==> src/rtl/nios_system_sysinfo.sv <==
// rtl/nios_system_sysinfo.sv - system info slave: build ID, timestamp, uptime counter, scratch, control
module nios_system_sysinfo #(
    parameter logic [31:0] SYSID       = 32'h00000001,
    parameter logic [31:0] TIMESTAMP   = 32'd1409232964,
    parameter int          CNT_W       = 64,
    parameter logic [31:0] SCRATCH_RST = 32'h00000000
) (
    input  logic        clock,
    input  logic        reset_n,
    input  logic        chipselect,
    input  logic [2:0]  address,
    input  logic        read,
    input  logic        write,
    input  logic [31:0] writedata,
    output logic [31:0] readdata,
    output logic        readdatavalid
);

    localparam int HI_W = CNT_W - 32;
    localparam logic [CNT_W-1:0] CNT_ONE = {{(CNT_W-1){1'b0}}, 1'b1};

    localparam logic [2:0] A_ID      = 3'd0;
    localparam logic [2:0] A_TSTAMP  = 3'd1;
    localparam logic [2:0] A_UP_LO   = 3'd2;
    localparam logic [2:0] A_UP_HI   = 3'd3;
    localparam logic [2:0] A_SCRATCH = 3'd4;
    localparam logic [2:0] A_CTRL    = 3'd5;

    logic rd_acc;
    logic wr_acc;
    assign rd_acc = chipselect & read;
    assign wr_acc = chipselect & write;

    logic [CNT_W-1:0] cnt_q, cnt_d;
    logic [HI_W-1:0]  hi_snap_q, hi_snap_d;
    logic [31:0]      scratch_q, scratch_d;
    logic             en_q, en_d;
    logic [31:0]      readdata_q, readdata_d;
    logic             rdv_q, rdv_d;
    logic             clr_pulse;
    logic [31:0]      hi_ext;

    // Zero-extend the latched upper counter bits to a full word
    always_comb begin
        hi_ext = '0;
        hi_ext[HI_W-1:0] = hi_snap_q;
    end

    // Read mux: samples current register values; data is held when no read is accepted
    always_comb begin
        readdata_d = readdata_q;
        rdv_d      = rd_acc;
        if (rd_acc) begin
            case (address)
                A_ID:      readdata_d = SYSID;
                A_TSTAMP:  readdata_d = TIMESTAMP;
                A_UP_LO:   readdata_d = cnt_q[31:0];
                A_UP_HI:   readdata_d = hi_ext;
                A_SCRATCH: readdata_d = scratch_q;
                A_CTRL:    readdata_d = {31'd0, en_q};
                default:   readdata_d = 32'd0;
            endcase
        end
    end

    // Register writes, counter update and snapshot of the upper counter half
    always_comb begin
        scratch_d = scratch_q;
        en_d      = en_q;
        clr_pulse = 1'b0;
        hi_snap_d = hi_snap_q;
        cnt_d     = cnt_q;
        if (en_q) begin
            cnt_d = cnt_q + CNT_ONE;
        end
        if (wr_acc) begin
            case (address)
                A_UP_LO: begin
                    // direct load only while the counter is stopped
                    if (!en_q) cnt_d[31:0] = writedata;
                end
                A_UP_HI: begin
                    if (!en_q) cnt_d[CNT_W-1:32] = writedata[HI_W-1:0];
                end
                A_SCRATCH: scratch_d = writedata;
                A_CTRL: begin
                    en_d      = writedata[0];
                    clr_pulse = writedata[1];
                end
                default: ;
            endcase
        end
        if (clr_pulse) begin
            cnt_d     = '0;
            hi_snap_d = '0;
        end
        // a LO read captures the pre-update upper half so the HI read pairs with it
        if (rd_acc && (address == A_UP_LO)) begin
            hi_snap_d = cnt_q[CNT_W-1:32];
        end
    end

    // State registers with synchronous active-low reset
    always_ff @(posedge clock) begin
        if (!reset_n) begin
            cnt_q      <= '0;
            hi_snap_q  <= '0;
            scratch_q  <= SCRATCH_RST;
            en_q       <= 1'b1;
            readdata_q <= 32'd0;
            rdv_q      <= 1'b0;
        end else begin
            cnt_q      <= cnt_d;
            hi_snap_q  <= hi_snap_d;
            scratch_q  <= scratch_d;
            en_q       <= en_d;
            readdata_q <= readdata_d;
            rdv_q      <= rdv_d;
        end
    end

    assign readdata      = readdata_q;
    assign readdatavalid = rdv_q;

endmodule

==> config.mk <==
export PLATFORM = sky130hd
export DESIGN_NAME = nios_system_sysinfo
export DESIGN_NICKNAME = d
export VERILOG_FILES = /design/src/rtl/nios_system_sysinfo.sv
export SDC_FILE = /design/constraint.sdc
export NUM_CORES = 1
export LEC_CHECK = 0
export BUFFER_PORTS_ARGS = -buffer_cell sky130_fd_sc_hd__buf_4
export CAP_MARGIN = 25
export CORE_ASPECT_RATIO = 1.2
export CORE_MARGIN = 2
export CORE_UTILIZATION = 50
export DETAILED_ROUTE_END_ITERATION = 8
export GPL_TIMING_DRIVEN = 0
export PLACE_DENSITY = 0.69
export REMOVE_ABC_BUFFERS = 1
export SLEW_MARGIN = 10
export SYNTH_ARGS = -nofsm -noshare
export SYNTH_HDL_FRONTEND = slang
export SYNTH_SLANG_ARGS = --single-unit
==> constraint.sdc <==
create_clock -name clock -period 4.2 [get_ports clock]
set_clock_uncertainty 0.05 [all_clocks]
set_input_delay 0.84 -clock clock [delete_from_list [all_inputs] [get_ports clock]]
set_output_delay 0.84 -clock clock [all_outputs]
set_load 0.01 [all_outputs]
# Word level (Yosys, flattened, before mapping)
# Cells that the tools add are included.
# totals
reg_bits	162
latchBits	0
mem_bits_rw	0
rom_bits	0
in_bits	40
out_inout_bits	33
mem_count	0
# classes
addsub	1
multipliers	0
n_div	0
magnitude_cmp	0
eq_ne	5
n_shift	0
n_mux	11
bitwise	3
reduce_logical	6
# op_table
op	n
$mux 32	6
$pmux 32 s6	1
$mux 64	2
$add 64x1->64 const B	1
$eq 3x2->1 const B	2
$eq 3x3->1 const B	2
$reduce_and 2->1	2
$eq 3x1->1 const B	1
$logic_not 3->1	1
$and 1x1->1	2
$mux 1	2
$reduce_bool 2->1	1
$reduce_or 2->1	1
$logic_and 1x1->1	1
$not 1->1	1

# Longest topological paths before layout
# Gate-level depths: netlist of the first run.
# depth
word_depth	5
mapped_depth	8
depth_no_buf	6

# Least setup slack after synthesis of the first run
# No wires, ideal clock.
# synth_path
kind	input to register
from	input address[2]
to	register cnt_q[31]
arrival_ns	2.280
path_slack_ns	1.737
path_stages	8
n_path_buf	3
cell_sequence	nand2b_1 clkbuf_1 nor3_1 nand2_1 clkbuf_1 buf_2 o21ai_0 a21oi_1
# synth_between
elab_chain_cells	4
word_cells_on_any_way	7
classes_between	eq/ne: 2; mux: 4; reduce/logical: 1
# synth_lines
item	line_no	source
from (decl)	11	input logic [2:0] address,
$eq 3x3->1	77	case (address)
$mux 1	77	
$mux 1	76	if (wr_acc) begin
$reduce_or 2->1 (no source line)	-	
to (signal assigned)	113	cnt_q <= cnt_d;
to (decl)	34	logic [CNT_W-1:0] cnt_q, cnt_d;
# Several ways; a longest one is shown, not always the timed one.
# A chain may end at the register's enable or synchronous reset.

# Final worst setup path of the first run
# layout_path
from	input address[2]
to	register cnt_q[51]
# The elaborated chain is that of the path after synthesis.

==> results of run 1 <==
[final timing paths]
kind                        end  cells past startpoint  slack [ns]
setup reg to reg      cnt_q[51]                      5        1.00
hold reg to reg   scratch_q[10]                      2        0.41
setup / recovery      cnt_q[51]                      6        0.48
hold / removal    scratch_q[10]                      2        0.41
[sequential cells by signal (all words and copies together) (netlist names)]
| name | flops |
|---|---|
| cnt_q | 64 |
| en_q | 1 |
| hi_ext | 32 |
| readdata | 32 |
| readdatavalid | 1 |
| scratch_q | 32 |
[Yosys cell counts, types with 17 or more instances]
cell / count
sky130_fd_sc_hd__dfxtp_1: 162
sky130_fd_sc_hd__nand2_1: 128
sky130_fd_sc_hd__clkbuf_1: 69
sky130_fd_sc_hd__nand3_1: 58
sky130_fd_sc_hd__a21oi_1: 52
sky130_fd_sc_hd__a22oi_1: 51
sky130_fd_sc_hd__nor2_1: 44
sky130_fd_sc_hd__o21ai_0: 41
sky130_fd_sc_hd__nor2b_1: 35
sky130_fd_sc_hd__a21boi_0: 33
sky130_fd_sc_hd__nand4_1: 29
sky130_fd_sc_hd__mux2i_1: 24
sky130_fd_sc_hd__nor4_1: 22
sky130_fd_sc_hd__and3_1: 21
sky130_fd_sc_hd__and2_1: 20
sky130_fd_sc_hd__xnor2_1: 18
sky130_fd_sc_hd__o221ai_1: 17
sky130_fd_sc_hd__xor2_1: 17
[power by group through the flow]
stage / clock [mW] / sequential, mW / combinational [mW]
5_1_grt: 1.63 / 1.66 / 0.292
3_5_place_dp: 0 / 1.68 / 0.266
6_report: 1.54 / 1.65 / 0.268
4_1_cts: 1.57 / 1.65 / 0.268
2_1_floorplan: 0 / 1.67 / 0.127
3_3_place_gp: 0 / 1.68 / 0.251
[cell type report]
type,count,area (um2)
sequential,162,3240
timing repair buffer,85,689
clock inverter,15,159
inverter,8,30.0
fill,1434,6370
clock buffer,17,425
multi-input combinational,728,4530
tap,208,260
[per-layer routing]
metal / routed length, um / vias up / track usage, %
li1: - / 3646 / -
met1: 10400 / 3584 / 36.9
met2: 11400 / 258 / 47.4
met3: 1300 / 44 / 4.51
met4: 500 / 0 / 9.72
met5: 0 / - / 0
[stage by stage]
stage / setup WS [ns] / instance area, um2
finish: 0.481 / 9330
global route: 0.427 / 9330
CTS: 0.543 / 9330
detailed placement: 0.127 / 8750
global placement: -3.81 / 8560
floorplan: -0.276 / 7750
[worst max-delay path: cells and delay by family]
family	cells	cell delay, ns
AND/OR/NAND/NOR	5	2.91
buffers and inverters	1	0.26
[logic make-up after synthesis]
family / share of synthesized area (%)
AND/OR/NAND/NOR: 27.0
AO/OA/AOI/OAI: 21.2
flip-flops: 40.3
buffers and inverters: 4.09
XOR/XNOR: 3.81
multiplexers: 3.54
adder cells (fa/ha/maj): 0.155
==> out/qor.json, run 1 <==
{
  "maxSlewHeadroom": {"value": 38.3, "unit": "%"},
  "fmax": {"value": 0.269, "unit": "GHz"},
  "final_cells": {"value": 1223},
  "yosysTopAreaCell": {"value": "sky130_fd_sc_hd__dfxtp_1"},
  "most_frequent_standard_cell_in_the_layout_excluding_fill_and_tap_cells": {"value": "sky130_fd_sc_hd__dfxtp_1"},
  "ant_nets": {"value": 0},
  "fin_crit": {"value": 3.72, "unit": "ns"},
  "die_y": {"value": 143, "unit": "um"},
  "post-route-drc-count": {"value": 0},
  "post_route_cells_drive_above_1_share": {"value": 13.8, "unit": "%"},
  "detail_route.wl_per_cell": {"value": 19.3, "unit": "um"},
  "grt_antenna_before_repair": {"value": 0},
  "post-route-period-util": {"value": 88.6, "unit": "%"},
  "timing.critical_path.slowest_cell_delay": {"value": 0.74, "unit": "ns"},
  "min-delay-path-class": {"value": "flop to flop"},
  "routed_wirelength": {"value": 23600, "unit": "um"},
  "via_count": {"value": 7532},
  "post_synth_main_area_contributors": {"value": "sky130_fd_sc_hd__dfxtp_1, sky130_fd_sc_hd__nand2_1, sky130_fd_sc_hd__a22oi_1, sky130_fd_sc_hd__nand3_1, sky130_fd_sc_hd__a21oi_1"},
  "post_drt_via_cell_ratio": {"value": 6.16},
  "tritoncts_num_sinks": {"value": 162},
  "drtPass1Iterations": {"value": 5},
  "drv_slew": {"value": 0},
  "die_area": {"value": 0.0171, "unit": "mm2"},
  "via_count_of_the_first_global_routing_pass": {"value": 7125},
  "power_density": {"value": 371, "unit": "mW/mm2"},
  "share_comb_of_total_power": {"value": 7.7, "unit": "%"},
  "initial_core_util": {"value": 51.3, "unit": "%"},
  "synthFlopType": {"value": "sky130_fd_sc_hd__dfxtp_1"},
  "synth.yosys.seq_area_share": {"value": 40.3, "unit": "%"},
  "synth_area_per_cell": {"value": 8.25, "unit": "um2"},
  "timing.final.setup_violations": {"value": 0},
  "setup.worst_path.class": {"value": "primary input to flop"},
  "cts.repair_timing.setup_buffer_count": {"value": 0},
  "cts_made_buffers": {"value": 17},
  "place_congestion": {"value": 0.987},
  "dieWidth": {"value": 120, "unit": "um"},
  "port-buffer-count": {"value": 72},
  "cpMaxStageDelayCell": {"value": "sky130_fd_sc_hd__or3_1"},
  "timing.critical_path.to_type": {"value": "flop"},
  "seqPwrFrac": {"value": 47.7, "unit": "%"},
  "yosysWarningCount": {"value": 0},
  "ctsResizeCount": {"value": 0},
  "synth.ff_latch_count": {"value": 162},
  "timing.critical_path.cells": {"value": "buf_4, nand2b_1, or3_1, nand2_1, or4_1, nand3_1"},
  "cts_root_buffer": {"value": "sky130_fd_sc_hd__clkbuf_16"},
  "cap_viol_max_count": {"value": 0},
  "critPathLaunch": {"value": "address[2]"},
  "whs": {"value": 0.415, "unit": "ns"},
  "internal-power": {"value": 2.58, "unit": "mW"},
  "cp_max_fo": {"value": 23},
  "grt_setup_unrepaired": {"value": "no"},
  "outcome": {"value": "completed"},
  "startpoint_type": {"value": "primary input"},
  "initial_drc_count": {"value": 658},
  "cp.required": {"value": 4.52, "unit": "ns"},
  "synth-async-reset-ratio": {"value": 0, "unit": "%"},
  "cts.htree.levels": {"value": 4},
  "netSwitchingFraction": {"value": 25.4, "unit": "%"},
  "post-synth-top-area-fraction": {"value": 40.3, "unit": "%"},
  "number_of_distinct_standard_cells_referenced_by_the_synthesized_netlist": {"value": 49},
  "overflow": {"value": 0},
  "placedCellCount": {"value": 1191},
  "global_route.usage.total": {"value": 28.2, "unit": "%"},
  "netlist_instances": {"value": 976},
  "setup_tns": {"value": 0, "unit": "ns"},
  "critical_path.reg2reg.startpoint": {"value": "cnt_q[12]"},
  "finalHoldViolations": {"value": 0},
  "commonest_cells_after_routing_fill_and_taps_aside": {"value": "sky130_fd_sc_hd__dfxtp_1, sky130_fd_sc_hd__nand2_1, sky130_fd_sc_hd__buf_4"},
  "grt_first_pass_wirelength": {"value": 38400, "unit": "um"},
  "syn2layout_area_growth": {"value": 15.9, "unit": "%"},
  "synth_enable_flop_cells": {"value": 0},
  "detailed_place_hpwl": {"value": 16100, "unit": "um"},
  "post-layout-total-power": {"value": 3.46, "unit": "mW"},
  "finish.net_count": {"value": 1043},
  "crit_arrival": {"value": 4.04, "unit": "ns"},
  "ctsLongestPathBuffers": {"value": 2},
  "core.rowCount": {"value": 50},
  "hp-start": {"value": "scratch_q[10]"},
  "io_pins": {"value": 73},
  "post_cts_hold_buffer_count": {"value": 0},
  "syn-cell-area": {"value": 0.00805, "unit": "mm2"},
  "core": {"value": 0.0157, "unit": "mm2"},
  "grt_max_degree": {"value": 102},
  "cts.clk_slew.worst_paths": {"value": 0.06, "unit": "ns"},
  "vdd_ir_drop_max": {"value": 0.247, "unit": "mV"},
  "power.static_leakage": {"value": 3.42, "unit": "nW"},
  "clock_power_share": {"value": 44.6, "unit": "%"},
  "worst_pin_slew": {"value": 0.920, "unit": "ns"},
  "fin_util": {"value": 59.4, "unit": "%"},
  "clock_tree_from_tritoncts": {"value": "yes"},
  "power.net_switching": {"value": 881, "unit": "uW"},
  "clk_latency": {"value": 0.43, "unit": "ns"},
  "num_antenna_cells": {"value": 0}
}
Power figures use the tool's default switching activity.
==> inputs of run 2 (changes only) <==
--- a/config.mk
+++ b/config.mk
@@ -13,6 +13,7 @@
 export DETAILED_ROUTE_END_ITERATION = 8
 export GPL_TIMING_DRIVEN = 0
 export PLACE_DENSITY = 0.69
+export RECOVER_POWER = 100
 export REMOVE_ABC_BUFFERS = 1
 export SLEW_MARGIN = 10
 export SYNTH_ARGS = -nofsm -noshare
==> out/qor.json, run 2 (synthesized netlist as in run 1, its figures left out) <==
{
  "outcome": {"value": "finished, violations left"},
  "failed_checks": {"value": "capacitance limit, slew limit"},
  "largest_register_ff_count": {"value": 64, "change": "unchanged"},
  "grt_antenna_before_repair": {"value": 0, "change": "unchanged"},
  "setup.worst_path.class": {"value": "primary input to flop"},
  "most_frequent_standard_cell_in_the_layout_excluding_fill_and_tap_cells": {"value": "sky130_fd_sc_hd__dfxtp_1"},
  "crit_arrival": {"value": 4.03, "unit": "ns", "change": "about the same"},
  "via_count": {"value": 7554, "change": "+0.29%"},
  "cp_max_fo": {"value": 42, "change": "+83%"},
  "cts_made_buffers": {"value": 17, "change": "unchanged"},
  "place_congestion": {"value": 0.987, "change": "unchanged"},
  "timing.critical_path.to_type": {"value": "flop"},
  "cts.htree.levels": {"value": 4, "change": "unchanged"},
  "whs_endpoint": {"value": "scratch_q[10]"},
  "clk_latency": {"value": 0.43, "unit": "ns", "change": "about the same"},
  "largest_register_by_flop_count": {"value": "cnt_q"},
  "post-route-drc-count": {"value": 0, "change": "unchanged"},
  "cpMaxStageDelayCell": {"value": "sky130_fd_sc_hd__nor3_1"},
  "grt_first_pass_wirelength": {"value": 38400, "unit": "um", "change": "unchanged"},
  "timing.reg2reg.worst_path_depth": {"value": 5, "change": "unchanged"},
  "dieWidth": {"value": 120, "unit": "um", "change": "unchanged"},
  "routed_wirelength": {"value": 23700, "unit": "um", "change": "+0.44%"},
  "detail_route.wl_per_cell": {"value": 19.4, "unit": "um", "change": "+0.44%"},
  "startpoint_type": {"value": "primary input"},
  "pre_cts_slack": {"value": 0.127, "unit": "ns", "change": "unchanged"},
  "fillCellCount": {"value": 1463, "change": "+2.0%"},
  "internal-power": {"value": 2.57, "unit": "mW", "change": "-0.32%"},
  "core.rowCount": {"value": 50, "change": "unchanged"},
  "detailed_place_hpwl": {"value": 16100, "unit": "um", "change": "unchanged"},
  "io_pins": {"value": 73, "change": "unchanged"},
  "r2r-end": {"value": "cnt_q[51]"},
  "ctsLongestPathBuffers": {"value": 2, "change": "unchanged"},
  "die_area": {"value": 0.0171, "unit": "mm2", "change": "unchanged"},
  "commonest_cells_after_routing_fill_and_taps_aside": {"value": "sky130_fd_sc_hd__dfxtp_1, sky130_fd_sc_hd__nand2_1, sky130_fd_sc_hd__nand3_1"},
  "maxSlewHeadroom": {"value": -6.79, "unit": "%", "change": "-45 points"},
  "initial_core_util": {"value": 51.3, "unit": "%", "change": "unchanged"},
  "fin_crit": {"value": 3.71, "unit": "ns", "change": "-0.00771 ns"},
  "critPathLaunch": {"value": "address[0]"},
  "worst_slack": {"value": 0.488, "unit": "ns", "change": "+0.00771 ns"},
  "overflow": {"value": 0, "change": "unchanged"},
  "timing.final.setup_violations": {"value": 0, "change": "unchanged"},
  "global_route.usage.total": {"value": 28.2, "unit": "%", "change": "unchanged"},
  "timing.critical_path.slowest_cell_delay": {"value": 1.07, "unit": "ns", "change": "+0.33 ns"},
  "initial_drc_count": {"value": 619, "change": "-5.9%"},
  "post-layout-total-power": {"value": 3.46, "unit": "mW", "change": "-0.17%"},
  "worst_pin_slew": {"value": 1.59, "unit": "ns", "change": "+0.670 ns"},
  "power.static_leakage": {"value": 3.26, "unit": "nW", "change": "-4.5%"},
  "die_y": {"value": 143, "unit": "um", "change": "unchanged"},
  "cp.required": {"value": 4.52, "unit": "ns", "change": "about the same"},
  "post_drt_via_cell_ratio": {"value": 6.18, "change": "+0.29%"},
  "syn2layout_area_growth": {"value": 14.1, "unit": "%"},
  "share_comb_of_total_power": {"value": 7.5, "unit": "%", "change": "-0.2 points"},
  "min_delay_path_depth": {"value": 2, "change": "unchanged"},
  "cap_viol_max_count": {"value": 1, "change": "+1"},
  "grt_max_degree": {"value": 102, "change": "unchanged"},
  "power.net_switching": {"value": 883, "unit": "uW", "change": "+0.27%"},
  "core": {"value": 0.0157, "unit": "mm2", "change": "unchanged"},
  "netSwitchingFraction": {"value": 25.5, "unit": "%", "change": "+0.11 points"},
  "min-delay-path-class": {"value": "flop to flop"},
  "worst_path_dominant_cell_family": {"value": "simple AND/OR/NAND/NOR gates"},
  "reg2reg_setup_slack": {"value": 0.98, "unit": "ns", "change": "-0.02 ns"},
  "finalHoldViolations": {"value": 0, "change": "unchanged"},
  "cts_root_buffer": {"value": "sky130_fd_sc_hd__clkbuf_16"},
  "hp-start": {"value": "scratch_q[10]"},
  "fin_util": {"value": 58.5, "unit": "%", "change": "-0.89 points"},
  "cts.clk_slew.worst_paths": {"value": 0.06, "unit": "ns", "change": "about the same"},
  "fmax": {"value": 0.269, "unit": "GHz", "change": "+0.21%"},
  "finish.net_count": {"value": 1043, "change": "unchanged"},
  "post_route_cells_drive_above_1_share": {"value": 10.0, "unit": "%", "change": "-3.7 points"},
  "critical_path.reg2reg.startpoint": {"value": "cnt_q[12]"},
  "power_density": {"value": 376, "unit": "mW/mm2", "change": "+1.4%"},
  "vdd_ir_drop_max": {"value": 0.247, "unit": "mV", "change": "about the same"},
  "num_antenna_cells": {"value": 0, "change": "unchanged"},
  "worst-path-buf-inv": {"value": 2, "change": "+1"},
  "seqPwrFrac": {"value": 47.8, "unit": "%", "change": "about the same"},
  "ctsResizeCount": {"value": 0, "change": "unchanged"},
  "tritoncts_num_sinks": {"value": 162, "change": "unchanged"},
  "post_cts_hold_buffer_count": {"value": 0, "change": "unchanged"},
  "drtPass1Iterations": {"value": 5, "change": "unchanged"},
  "drv_slew": {"value": 14, "change": "+14"},
  "multi_input_comb_area": {"value": 0.00451, "unit": "mm2", "change": "-0.36%"},
  "timing.critical_path.cells": {"value": "buf_4, nand3_1, nor3_1, buf_6, and2_2, a22oi_1, nand3b_1"},
  "grt_setup_unrepaired": {"value": "no"},
  "ant_nets": {"value": 0, "change": "unchanged"},
  "port-buffer-count": {"value": 72, "change": "unchanged"},
  "clock_tree_from_tritoncts": {"value": "yes"},
  "via_count_of_the_first_global_routing_pass": {"value": 7125, "change": "unchanged"},
  "clock_power_share": {"value": 44.7, "unit": "%", "change": "about the same"},
  "seq_area": {"value": 0.00324, "unit": "mm2", "change": "unchanged"},
  "cts.repair_timing.setup_buffer_count": {"value": 0, "change": "unchanged"},
  "post-route-period-util": {"value": 88.4, "unit": "%", "change": "-0.18 points"}
}
## run 2: stage by stage
stage | instances | TNS (ns) | hold slack (ns) | area (um2)
floorplan | 898 | -8.84 | 0.394 | 7750
global placement | 1178 | -241.00 | 0.402 | 8560
detailed placement | 1191 | 0 | 0.409 | 8750
CTS | 1223 | 0 | 0.418 | 9330
global route | 1223 | 0 | 0.435 | 9190
finish | 1223 | 0 | 0.415 | 9190
## run 2: final cells by class
type / count / share of cell area, %
Clock buffer: 17 / 4.63
Clock inverter: 15 / 1.73
Inverter: 8 / 0.327
Multi-Input combinational cell: 728 / 49.1
Sequential cell: 162 / 35.3
Tap cell: 208 / 2.83
Timing Repair Buffer: 85 / 6.15
## run 2: worst max-delay path by stage
stage | end | slack [ns] | cells past startpoint
detailed placement | cnt_q[51] | 0.13 | 6
finish | cnt_q[61] | 0.49 | 7
CTS | cnt_q[51] | 0.54 | 6
global route | hi_ext[12] | 0.28 | 7
floorplan | hi_ext[0] | -0.28 | 5
global placement | hi_ext[13] | -3.81 | 6
## run 2: per-layer routing
metal  GRT usage [%]  vias to the layer above  wire length [um]
met5               0                        -                 0
met4            9.72                        0               443
met3            4.51                       35              1310
met2            47.4                      262             11500
met1            36.9                     3616             10400
li1                -                     3641                 -
## run 2: power groups by stage
stage          Clock [mW]  Sequential (mW)  Combinational, mW
3_3_place_gp            0             1.68              0.251
6_report             1.55             1.65              0.260
3_5_place_dp            0             1.68              0.266
4_1_cts              1.57             1.65              0.268
2_1_floorplan           0             1.67              0.127
5_1_grt              1.63             1.66              0.283
## run 2: worst register-to-register path, cell delays in order (launching register included)
cell                      delay, ns
sky130_fd_sc_hd__dfxtp_1       0.50
sky130_fd_sc_hd__nand3_1       0.33
sky130_fd_sc_hd__nor3_1        0.55
sky130_fd_sc_hd__nand4_1       0.88
sky130_fd_sc_hd__or4_1         0.77
sky130_fd_sc_hd__nand3_1       0.09
==> inputs of run 3 (changes only) <==
--- a/config.mk
+++ b/config.mk
@@ -5,16 +5,16 @@
 export SDC_FILE = /design/constraint.sdc
 export NUM_CORES = 1
 export LEC_CHECK = 0
-export BUFFER_PORTS_ARGS = -buffer_cell sky130_fd_sc_hd__buf_4
 export CAP_MARGIN = 25
 export CORE_ASPECT_RATIO = 1.2
 export CORE_MARGIN = 2
 export CORE_UTILIZATION = 50
 export DETAILED_ROUTE_END_ITERATION = 8
+export DONT_BUFFER_PORTS = 1
 export GPL_TIMING_DRIVEN = 0
-export PLACE_DENSITY = 0.69
-export RECOVER_POWER = 100
+export RECOVER_POWER = 25
 export REMOVE_ABC_BUFFERS = 1
+export SKIP_CTS_REPAIR_TIMING = 1
 export SLEW_MARGIN = 10
 export SYNTH_ARGS = -nofsm -noshare
 export SYNTH_HDL_FRONTEND = slang
==> out/qor.json, run 3 (synthesized netlist as in run 1, its figures left out) <==
{
  "most_frequent_standard_cell_in_the_layout_excluding_fill_and_tap_cells": {"value": "sky130_fd_sc_hd__dfxtp_1"},
  "die_area": {"value": 0.0171, "unit": "mm2", "change": "unchanged"},
  "crit_arrival": {"value": 3.80, "unit": "ns", "change": "-0.23 ns"},
  "post-layout-total-power": {"value": 3.38, "unit": "mW", "change": "-2.3%"},
  "power_density": {"value": 381, "unit": "mW/mm2", "change": "+1.4%"},
  "clk_latency": {"value": 0.43, "unit": "ns", "change": "about the same"},
  "dieWidth": {"value": 120, "unit": "um", "change": "unchanged"},
  "cts.htree.levels": {"value": 4, "change": "unchanged"},
  "grt_antenna_before_repair": {"value": 0, "change": "unchanged"},
  "timing.critical_path.slowest_cell_delay": {"value": 0.76, "unit": "ns", "change": "-0.31 ns"},
  "global_route.usage.total": {"value": 29.6, "unit": "%", "change": "+1.4 points"},
  "timing.critical_path.cells": {"value": "nand2b_1, or3_1, nand2_1, or4_1, nand3_1"},
  "timing.critical_path.to_type": {"value": "flop"},
  "post_route_cells_drive_above_1_share": {"value": 6.99, "unit": "%", "change": "-3.1 points"},
  "drv_slew": {"value": 0, "change": "-14"},
  "io_pins": {"value": 73, "change": "unchanged"},
  "fmax": {"value": 0.287, "unit": "GHz", "change": "+6.6%"},
  "cap_viol_max_count": {"value": 0, "change": "-1"},
  "setup.worst_path.class": {"value": "primary input to flop"},
  "cts_made_buffers": {"value": 17, "change": "unchanged"},
  "port-buffer-count": {"value": 0, "change": "-100%"},
  "vdd_ir_drop_max": {"value": 0.220, "unit": "mV", "change": "-11%"},
  "via_count_of_the_first_global_routing_pass": {"value": 7089, "change": "-0.51%"},
  "core": {"value": 0.0157, "unit": "mm2", "change": "unchanged"},
  "num_antenna_cells": {"value": 0, "change": "unchanged"},
  "grt_max_degree": {"value": 102, "change": "unchanged"},
  "post-route-drc-count": {"value": 0, "change": "unchanged"},
  "worst-path-buf-inv": {"value": 0, "change": "-2"},
  "cts_root_buffer": {"value": "sky130_fd_sc_hd__clkbuf_16"},
  "finish.net_count": {"value": 973, "change": "-6.7%"},
  "overflow": {"value": 0, "change": "unchanged"},
  "final_cells": {"value": 1152, "change": "-5.8%"},
  "ant_nets": {"value": 0, "change": "unchanged"},
  "detailed_place_hpwl": {"value": 17700, "unit": "um", "change": "+10%"},
  "cp_max_fo": {"value": 23, "change": "-45%"},
  "maxSlewHeadroom": {"value": 5.48, "unit": "%", "change": "+12 points"},
  "worst_path_dominant_cell_family": {"value": "simple AND/OR/NAND/NOR gates"},
  "worst_slack": {"value": 0.717, "unit": "ns", "change": "+0.229 ns"},
  "power.static_leakage": {"value": 3.08, "unit": "nW", "change": "-5.5%"},
  "pre_cts_slack": {"value": 0.375, "unit": "ns", "change": "+0.249 ns"},
  "drtPass1Iterations": {"value": 5, "change": "unchanged"},
  "cts.clk_slew.worst_paths": {"value": 0.06, "unit": "ns", "change": "about the same"},
  "routed_wirelength": {"value": 25200, "unit": "um", "change": "+6.2%"},
  "initial_drc_count": {"value": 636, "change": "+2.7%"},
  "largest_register_ff_count": {"value": 64, "change": "unchanged"},
  "whs": {"value": 0.412, "unit": "ns", "change": "-0.00318 ns"},
  "ctsLongestPathBuffers": {"value": 2, "change": "unchanged"},
  "outcome": {"value": "completed"},
  "instance_area_at_placement": {"value": 0.00828, "unit": "mm2", "change": "-5.3%"},
  "largest_register_by_flop_count": {"value": "cnt_q"},
  "fin_crit": {"value": 3.48, "unit": "ns", "change": "-0.229 ns"},
  "worst_pin_slew": {"value": 1.41, "unit": "ns", "change": "-0.175 ns"},
  "post-route-period-util": {"value": 82.9, "unit": "%", "change": "-5.4 points"},
  "clock_tree_from_tritoncts": {"value": "yes"},
  "core.rowCount": {"value": 50, "change": "unchanged"},
  "initial_core_util": {"value": 51.3, "unit": "%", "change": "unchanged"},
  "startpoint_type": {"value": "primary input"},
  "post_drt_via_cell_ratio": {"value": 6.49, "change": "+5.0%"},
  "grt_setup_unrepaired": {"value": "no"},
  "detail_route.wl_per_cell": {"value": 21.8, "unit": "um", "change": "+13%"},
  "placedCellCount": {"value": 1120, "change": "-6.0%"},
  "via_count": {"value": 7471, "change": "-1.1%"},
  "stdcell_area": {"value": 0.00886, "unit": "mm2", "change": "-3.6%"},
  "finalHoldViolations": {"value": 0, "change": "unchanged"},
  "grt_first_pass_wirelength": {"value": 39300, "unit": "um", "change": "+2.3%"},
  "cp.required": {"value": 4.52, "unit": "ns", "change": "about the same"},
  "syn2layout_area_growth": {"value": 9.97, "unit": "%"},
  "die_y": {"value": 143, "unit": "um", "change": "unchanged"},
  "min-delay-path-class": {"value": "flop to flop"},
  "timing.final.setup_violations": {"value": 0, "change": "unchanged"},
  "cpMaxStageDelayCell": {"value": "sky130_fd_sc_hd__or3_1"},
  "commonest_cells_after_routing_fill_and_taps_aside": {"value": "sky130_fd_sc_hd__dfxtp_1, sky130_fd_sc_hd__nand2_1, sky130_fd_sc_hd__nand3_1"},
  "tritoncts_num_sinks": {"value": 162, "change": "unchanged"},
  "place_congestion": {"value": 0.877, "change": "-11%"}
}
==> run 3: cell types whose count changed in the layout (fill, tap and decap cells not counted), moves of 4 or more <==
cell	delta
sky130_fd_sc_hd__buf_4	-41
sky130_fd_sc_hd__clkbuf_1	-29
sky130_fd_sc_hd__and2_0	-13
sky130_fd_sc_hd__and2_1	+13
sky130_fd_sc_hd__buf_16	+4
sky130_fd_sc_hd__clkinv_4	-4
==> run 3: final timing paths <==
path / start / end / slack [ns] / cells after the start
worst min register to register: scratch_q[7] / scratch_q[7] / 0.41 / 2
worst min-delay path: scratch_q[7] / scratch_q[7] / 0.41 / 2
worst max-delay path: address[2] / cnt_q[51] / 0.72 / 5
worst max register to register: cnt_q[12] / cnt_q[51] / 1.01 / 5
==> run 3: worst reg2reg max path: cells and delay by family, from the launching register on <==
kind	cells	cell delay [ns]
simple gates	5	2.58
flops	1	0.51
==> run 3: report_power, final <==
| group | internal, mW | total, mW | switching [mW] | leakage (nW) |
|---|---|---|---|---|
| sequential | 1.59 | 1.66 | 0.0706 | 1.31 |
| clock | 0.906 | 1.53 | 0.628 | 0.274 |
| combinational | 0.0846 | 0.186 | 0.101 | 1.49 |
| total | 2.58 | 3.38 | 0.800 | 3.08 |
==> run 3: layout make-up <==
cell class              instances  area (um2)
fillers                      1462        6850
flip-flops and latches        162        3240
well taps                     208         260
clock buffers                  23         468
inverters                       8        30.0
repair buffers                 15         225
clock inverters                 8         103
multi-input cells             728        4530
==> run 3: through the flow <==
stage | setup TNS (ns) | utilization, %
3_5_place_dp | 0 | 52.8
4_1_cts | 0 | 56.4
2_1_floorplan | -8.84 | -
3_3_place_gp | -213.10 | 51.0
6_report | 0 | 56.4
5_1_grt | 0 | 56.4
==> run 3: routing by layer <==
metal  routed length, um  share of wire (%)  track usage [%]  vias to the layer above
met5                   0                  0                0                        -
met4                 607                2.4             11.2                        0
met3                1510                6.0             4.47                       48
met2               12400                 49             50.5                      308
met1               10700                 42             37.7                     3612
li1                    -                  -                -                     3503
